**src/rtl/calib_scan_if.sv**
```systemverilog
// Control/status bundle between the command decoder, the column-scan sequencer
// and the pixel-calibration block.
interface calib_scan_if #(
  parameter int unsigned CNT_COL    = 4,
  parameter int unsigned BITS_FRAME = 16
);
  logic                  start;
  logic                  abort;
  logic [1:0]            mode;
  logic [7:0]            dwell;
  logic [BITS_FRAME-1:0] max_frames;
  logic                  finish_pixel_calib;
  logic                  cs_pixel_calib;
  logic [CNT_COL-1:0]    cnt_column_sys;
  logic                  flag_col;
  logic                  finish_frame;
  logic [BITS_FRAME-1:0] frame_count;
  logic                  busy;
  logic                  done;
  logic                  err;

  modport master (
    output start, abort, mode, dwell, max_frames, finish_pixel_calib,
    input  cs_pixel_calib, cnt_column_sys, flag_col, finish_frame,
           frame_count, busy, done, err
  );

  modport slave (
    input  start, abort, mode, dwell, max_frames, finish_pixel_calib,
    output cs_pixel_calib, cnt_column_sys, flag_col, finish_frame,
           frame_count, busy, done, err
  );
endinterface

```
**src/rtl/calib_scan_ctrl.sv**
```systemverilog
// Column-scan sequencer: settles the calibration enable, then walks the column
// select across the full or half array with a programmable dwell per column.
module calib_scan_ctrl #(
  parameter int unsigned NUM_COL    = 16,
  parameter int unsigned CNT_COL    = 4,
  parameter int unsigned SETTLE_CYC = 4,
  parameter int unsigned BITS_FRAME = 16
) (
  input logic         clk,
  input logic         rst,
  calib_scan_if.slave bus
);

  localparam int unsigned HALF  = NUM_COL / 2;
  localparam int unsigned SET_W = (SETTLE_CYC > 1) ? $clog2(SETTLE_CYC) : 1;

  typedef enum logic [1:0] {
    ST_IDLE   = 2'd0,
    ST_SETTLE = 2'd1,
    ST_SCAN   = 2'd2,
    ST_DONE   = 2'd3
  } state_t;

  state_t                state_q, state_n;
  logic [SET_W-1:0]      settle_q, settle_n;
  logic [7:0]            dwell_q, dwell_n;
  logic [7:0]            dlast_q, dlast_n;
  logic [CNT_COL-1:0]    col_q, col_n;
  logic [BITS_FRAME-1:0] frame_q, frame_n, frame_inc;
  logic [BITS_FRAME-1:0] max_q, max_n;
  logic [1:0]            mode_q, mode_n;
  logic                  wrap;

  logic                  busy_q, busy_n;
  logic [CNT_COL-1:0]    col_out_q, col_out_n;
  logic                  flag_q, flag_n;
  logic                  ff_q, ff_n;
  logic                  done_q, done_n;
  logic                  err_q, err_n;

  function automatic logic [CNT_COL-1:0] col_lo(input logic [1:0] m);
    return (m == 2'b10) ? CNT_COL'(HALF) : '0;
  endfunction

  function automatic logic [CNT_COL-1:0] col_hi(input logic [1:0] m);
    return (m == 2'b01) ? CNT_COL'(HALF - 1) : CNT_COL'(NUM_COL - 1);
  endfunction

  // State, counters and registered outputs
  always_ff @(posedge clk) begin
    if (rst) begin
      state_q   <= ST_IDLE;
      settle_q  <= '0;
      dwell_q   <= '0;
      dlast_q   <= '0;
      col_q     <= '0;
      frame_q   <= '0;
      max_q     <= '0;
      mode_q    <= '0;
      busy_q    <= 1'b0;
      col_out_q <= '0;
      flag_q    <= 1'b0;
      ff_q      <= 1'b0;
      done_q    <= 1'b0;
      err_q     <= 1'b0;
    end else begin
      state_q   <= state_n;
      settle_q  <= settle_n;
      dwell_q   <= dwell_n;
      dlast_q   <= dlast_n;
      col_q     <= col_n;
      frame_q   <= frame_n;
      max_q     <= max_n;
      mode_q    <= mode_n;
      busy_q    <= busy_n;
      col_out_q <= col_out_n;
      flag_q    <= flag_n;
      ff_q      <= ff_n;
      done_q    <= done_n;
      err_q     <= err_n;
    end
  end

  // Next state; outputs are decoded from the next-cycle values so they register cleanly
  always_comb begin
    state_n   = state_q;
    settle_n  = settle_q;
    dwell_n   = dwell_q;
    dlast_n   = dlast_q;
    col_n     = col_q;
    frame_n   = frame_q;
    max_n     = max_q;
    mode_n    = mode_q;
    err_n     = 1'b0;
    wrap      = 1'b0;
    frame_inc = (frame_q == '1) ? frame_q : frame_q + BITS_FRAME'(1);

    case (state_q)
      ST_IDLE: begin
        if (bus.start) begin
          if (bus.mode == 2'b11) begin
            err_n = 1'b1;
          end else begin
            mode_n   = bus.mode;
            dlast_n  = (bus.dwell == 8'd0) ? 8'd0 : bus.dwell - 8'd1;
            max_n    = bus.max_frames;
            frame_n  = '0;
            settle_n = '0;
            dwell_n  = '0;
            col_n    = col_lo(bus.mode);
            state_n  = ST_SETTLE;
          end
        end
      end
      ST_SETTLE: begin
        if (bus.abort) begin
          state_n = ST_IDLE;
          frame_n = '0;
        end else if (settle_q == SET_W'(SETTLE_CYC - 1)) begin
          state_n = ST_SCAN;
          dwell_n = '0;
        end else begin
          settle_n = settle_q + SET_W'(1);
        end
      end
      ST_SCAN: begin
        // Last dwell cycle of the last column closes a frame
        wrap = (dwell_q == dlast_q) && (col_q == col_hi(mode_q));
        if (wrap) frame_n = frame_inc;
        if (bus.abort) begin
          state_n = ST_IDLE;
          frame_n = '0;
        end else if (bus.finish_pixel_calib) begin
          state_n = ST_DONE;
        end else if (wrap && (max_q != '0) && (frame_inc == max_q)) begin
          state_n = ST_DONE;
          err_n   = 1'b1;
        end else if (dwell_q == dlast_q) begin
          dwell_n = '0;
          col_n   = (col_q == col_hi(mode_q)) ? col_lo(mode_q) : col_q + CNT_COL'(1);
        end else begin
          dwell_n = dwell_q + 8'd1;
        end
      end
      ST_DONE: begin
        state_n = ST_IDLE;
        if (bus.abort) frame_n = '0;
      end
      default: state_n = ST_IDLE;
    endcase

    busy_n    = (state_n == ST_SETTLE) || (state_n == ST_SCAN);
    col_out_n = busy_n ? col_n : '0;
    flag_n    = (state_n == ST_SCAN) && (dwell_n == dlast_n);
    ff_n      = flag_n && (col_n == col_hi(mode_n));
    done_n    = (state_n == ST_DONE);
  end

  assign bus.cs_pixel_calib = busy_q;
  assign bus.busy           = busy_q;
  assign bus.cnt_column_sys = col_out_q;
  assign bus.flag_col       = flag_q;
  assign bus.finish_frame   = ff_q;
  assign bus.frame_count    = frame_q;
  assign bus.done           = done_q;
  assign bus.err            = err_q;

endmodule
```
**src/flat_wrapper.sv**
```systemverilog
// flat-port wrapper written by rule: the top's interface ports become plain ports
module calib_scan_ctrl_flat 
#(
  parameter int unsigned NUM_COL    = 16,
  parameter int unsigned CNT_COL    = 4,
  parameter int unsigned SETTLE_CYC = 4,
  parameter int unsigned BITS_FRAME = 16
)
  (clk, rst, bus_start, bus_abort, bus_mode, bus_dwell, bus_max_frames, bus_finish_pixel_calib, bus_cs_pixel_calib, bus_cnt_column_sys, bus_flag_col, bus_finish_frame, bus_frame_count, bus_busy, bus_done, bus_err);
  calib_scan_if #(.CNT_COL(CNT_COL), .BITS_FRAME(BITS_FRAME)) bus_i ();
  input logic clk;
  input logic rst;
  input wire logic [$bits(bus_i.start)-1:0] bus_start;
  input wire logic [$bits(bus_i.abort)-1:0] bus_abort;
  input wire logic [$bits(bus_i.mode)-1:0] bus_mode;
  input wire logic [$bits(bus_i.dwell)-1:0] bus_dwell;
  input wire logic [$bits(bus_i.max_frames)-1:0] bus_max_frames;
  input wire logic [$bits(bus_i.finish_pixel_calib)-1:0] bus_finish_pixel_calib;
  output wire logic [$bits(bus_i.cs_pixel_calib)-1:0] bus_cs_pixel_calib;
  output wire logic [$bits(bus_i.cnt_column_sys)-1:0] bus_cnt_column_sys;
  output wire logic [$bits(bus_i.flag_col)-1:0] bus_flag_col;
  output wire logic [$bits(bus_i.finish_frame)-1:0] bus_finish_frame;
  output wire logic [$bits(bus_i.frame_count)-1:0] bus_frame_count;
  output wire logic [$bits(bus_i.busy)-1:0] bus_busy;
  output wire logic [$bits(bus_i.done)-1:0] bus_done;
  output wire logic [$bits(bus_i.err)-1:0] bus_err;
  assign bus_i.start = bus_start;
  assign bus_i.abort = bus_abort;
  assign bus_i.mode = bus_mode;
  assign bus_i.dwell = bus_dwell;
  assign bus_i.max_frames = bus_max_frames;
  assign bus_i.finish_pixel_calib = bus_finish_pixel_calib;
  assign bus_cs_pixel_calib = bus_i.cs_pixel_calib;
  assign bus_cnt_column_sys = bus_i.cnt_column_sys;
  assign bus_flag_col = bus_i.flag_col;
  assign bus_finish_frame = bus_i.finish_frame;
  assign bus_frame_count = bus_i.frame_count;
  assign bus_busy = bus_i.busy;
  assign bus_done = bus_i.done;
  assign bus_err = bus_i.err;
  calib_scan_ctrl #(.NUM_COL(NUM_COL), .CNT_COL(CNT_COL), .SETTLE_CYC(SETTLE_CYC), .BITS_FRAME(BITS_FRAME)) u_core (.clk(clk), .rst(rst), .bus(bus_i));
endmodule
```
**config.mk**
```make
export PLATFORM = sky130hd
export DESIGN_NAME = calib_scan_ctrl_flat
export DESIGN_NICKNAME = d
export VERILOG_FILES = /design/src/rtl/calib_scan_if.sv /design/src/rtl/calib_scan_ctrl.sv /design/src/flat_wrapper.sv
export SDC_FILE = /design/constraint.sdc
export NUM_CORES = 1
export LEC_CHECK = 0
export BUFFER_PORTS_ARGS = -buffer_cell sky130_fd_sc_hd__buf_2
export CAP_MARGIN = 25
export CORE_ASPECT_RATIO = 2
export CORE_MARGIN = 3
export CORE_UTILIZATION = 36
export DETAILED_ROUTE_END_ITERATION = 8
export PLACE_DENSITY = 0.6
export SETUP_SLACK_MARGIN = 0.4
export SLEW_MARGIN = 0
export SYNTH_ARGS = -nofsm -noshare
export SYNTH_HDL_FRONTEND = slang
export SYNTH_SLANG_ARGS = --single-unit
```
**constraint.sdc**
```tcl
create_clock -name clk -period 3.2 [get_ports clk]
set_input_delay 0.16 -clock clk [delete_from_list [all_inputs] [get_ports clk]]
set_output_delay 0.16 -clock clk [all_outputs]
set_load 0.01 [all_outputs]
```
==> impl_results.md <==
- Crit path max-delay cell type: a2111oi_4
- RSZ-0062 raised after global routing: yes
- Clock Tree Root: clkbuf_16
- Width of the die: 87.0 µm
- Max IR drop VDD: 0.000255 V
- Share of post-route cells with drive strength above 1: 36.1%
- Pleak: 0.00257 µW
- Worst slew margin: 51.9%
- Final setup margin: -0.0589 ns
- Setup crit end kind: flop
- Post-synthesis net count: 657
- Hold buffers post-CTS: 0
- Most frequent cells in the layout: buf_4, nand2_1, nor2_1
- Starting Density: 37.2%
- Share of the synthesized area in the top cell type: 28.4%
- # diodes: 0
- Die area: 14600 µm²
- Initial antenna violation count: 0
- First-pass detailed-route iteration total: 7
- Final period utilization: 102%
- Fraction of registers with async set/reset: 0%
- Final core utilization: 50.7%
- HP Class: in -> reg
- Worst Path Arrival: 3.54 ns
- Biggest cell delay along the critical path: 0.43 ns
- Synth Cell Area: 4720 µm²
- Detailed-route via count: 5358
- Netlist cell types: 81
- Slew Limit Fails: 0
- Startpoint class of the critical path: flop
- Worst-margin pin slew: 0.715 ns
- Most common cell after layout, fill and taps aside: buf_4
- Largest area contributor in the netlist: dfxtp_1
- DR iter-0 viols: 255
- # nets final: 783
- Placeable Area: 12700 µm²
- Area delta synth->final: 36.3%
- Avg Vias per Cell: 5.97
- CP cell instances: buf_4 -> nand3_1 -> nor4_4 -> mux2i_1 -> o2111ai_2 -> a2111oi_4 -> and4b_2 -> o21ai_1 -> a32o_1 -> nor4_2 -> o2111a_2 -> and3_1
- Number of synthesized flops with an enable pin: 0
- Num CTS Buffers: 9
- Worst EP required: 3.48 ns
- Vias in the first global route: 5348
- Post-route ant nets: 0
- Crit path max fanout: 3
- Worst Setup Path Type: reg -> reg
- CTS tree: built
- Gr usage total: 24.9%
- H-tree levels: 3
- Avg Inst Size Synth: 7.64 µm²
- Mapped Cells: 618
- Clk sinks: 67
- Status: finished with violations
- Row count: 58
- DPL Wire Length: 13700 µm
- Overflow after GRT: 0
- Max cap viols: 0
- Post-Route WL: 17900 µm
- Sequential element share of the synthesized area: 28.4%
- GP Congestion: 1.00
- Post-detailed-route wirelength per cell: 20.0 µm
- Fin crit period: 3.26 ns
- Top cells by area, synth: dfxtp_1, a21oi_1, nand2_1
- DRC Markers: 0
- Clock Path Buffers: 2
- Predominant post-synthesis flop cell: dfxtp_1
- Synth warn: 0
- Layout Skew: 0.00675 ns
- Fmax: 307 MHz
- Failing checks: negative setup slack
- Clk_lat worst skew: 0.34 ns
- FF+latch count, synth: 67
- Buf/Inv on CP: 1
- Crit path max-delay family: simple AND/OR/NAND/NOR gates
- Global-route wire length before repair: 28100 µm
- Hold Fails Final Rpt: 0
- Port Buf Inserts: 56
- Fillers: 1234
- Pwr dens: 371 nW/µm²
- Io pins: 57
- Die height: 168 µm
- Clock Pin Slew Worst Setup and Hold Paths: 0.06 ns
- Largest net degree at the start of global routing: 41
- Hold_ws: 0.0543 ns
- Setup violators final: 3
==> tightest hold or removal path, delay by kind of cell <==
family                 cells  cell delay [ns]
buffers and inverters      1             0.09
AOI/OAI and AO/OA          1             0.05
and+or+nand+nor            1             0.04
==> routing by layer <==
| metal | global-route usage (%) | routed length (µm) | share of wire [%] | vias to the layer above |
|---|---|---|---|---|
| li1 | - | - | - | 2494 |
| met1 | 22.8 | 5790 | 32 | 2557 |
| met4 | 19.3 | 1540 | 8.6 | 0 |
| met3 | 4.26 | 725 | 4.0 | 90 |
| met5 | 0 | 0 | 0 | - |
| met2 | 46.3 | 9880 | 55 | 217 |
==> synthesized netlist by cell type, drive strengths merged (3+ instances only) <==
| cell type | instances |
|---|---|
| nand2 | 77 |
| nor2 | 71 |
| dfxtp | 67 |
| a21oi | 60 |
| o21ai | 31 |
| clkbuf | 28 |
| nor3 | 28 |
| buf | 16 |
| nand4 | 16 |
| inv | 15 |
| nor4 | 15 |
| xnor2 | 14 |
| xor2 | 14 |
| nand3 | 13 |
| nor2b | 12 |
| and3 | 11 |
| ha | 8 |
| or3 | 7 |
| mux2i | 6 |
| nand2b | 6 |
| o2111ai | 6 |
| a211oi | 5 |
| a31oi | 5 |
| and2 | 5 |
| nand3b | 5 |
| and4 | 4 |
| o31ai | 4 |
| a2111oi | 3 |
| a211o | 3 |
| a21o | 3 |
| a221oi | 3 |
| a311oi | 3 |
| a41oi | 3 |
| o311ai | 3 |
| or2 | 3 |
| or2b | 3 |
==> stage by stage <==
stage | worst slack (ns) | cell area (µm²) | setup TNS, ns | power [µW] | cells
after floorplan | 0.130 | 4860 | 0 | 1100 | 618
after global placement | -0.113 | 5700 | -0.288 | 1220 | 870
after detailed placement | -0.156 | 5700 | -0.295 | 1230 | 870
after CTS | -0.0487 | 6280 | -0.0487 | 2400 | 896
after global routing | -0.172 | 6430 | -0.525 | 2480 | 898
final | -0.0589 | 6430 | -0.0735 | 2390 | 898
==> power breakdown <==
| part | leakage, µW | switching, µW | internal (µW) |
|---|---|---|---|
| sequential | 0.000553 | 36.7 | 856 |
| clock | 0.000162 | 388 | 759 |
| combinational | 0.00186 | 201 | 145 |
==> cell families (layout without fill, tap and decap cells) <==
| kind of cell | after synthesis | in the layout | share of synthesized area, % |
|---|---|---|---|
| buffers and inverters | 59 | 189 | 7.21 |
| adders and majority gates | 8 | 8 | 2.12 |
| muxes | 6 | 6 | 1.27 |
| and+or+nand+nor | 287 | 287 | 32.0 |
| AOI/OAI and AO/OA | 163 | 163 | 23.8 |
| DFF | 67 | 67 | 28.4 |
| xor gates and xnor gates | 28 | 28 | 5.20 |
==> final timing paths <==
| check | slack [ns] | depth (start not counted) | to | startpoint |
|---|---|---|---|---|
| hold reg to reg | 0.49 | 2 | u_core.max_q[8] | u_core.max_q[8] |
| setup / recovery | -0.06 | 12 | u_core.bus.finish_frame | u_core.bus.frame_count[12] |
| hold / removal | 0.05 | 3 | u_core.max_q[15] | bus_max_frames[15] |
| setup reg to reg | -0.06 | 12 | u_core.bus.finish_frame | u_core.bus.frame_count[12] |
==> flip-flops by register name (all words and copies together), names as in the netlist, 2 cells and up <==
register                   count
u_core.bus.frame_count        16
u_core.bus.cnt_column_sys      4
u_core.dlast_q                 8
u_core.dwell_q                 8
u_core.settle_q                2
u_core.col_q                   4
u_core.mode_q                  2
u_core.state_q                 2
u_core.max_q                  16
==> layout make-up <==
class                      instances  area [µm²]  share of cell area [%]
clock inverter                     6         115                    1.79
inverter                          15        56.3                   0.875
timing repair buffer             159        1100                    17.1
multi-input combinational        492        3380                    52.6
clock buffer                       9         225                    3.50
tap                              150         188                    2.92
sequential                        67        1370                    21.3
==> timing repair <==
action                     CTS  global route
setup endpoints to repair   25            24
setup buffers               11             2
pin swaps                   10            16
gates resized for setup     40            34
Note: power is estimated with default switching activity, not from simulation.
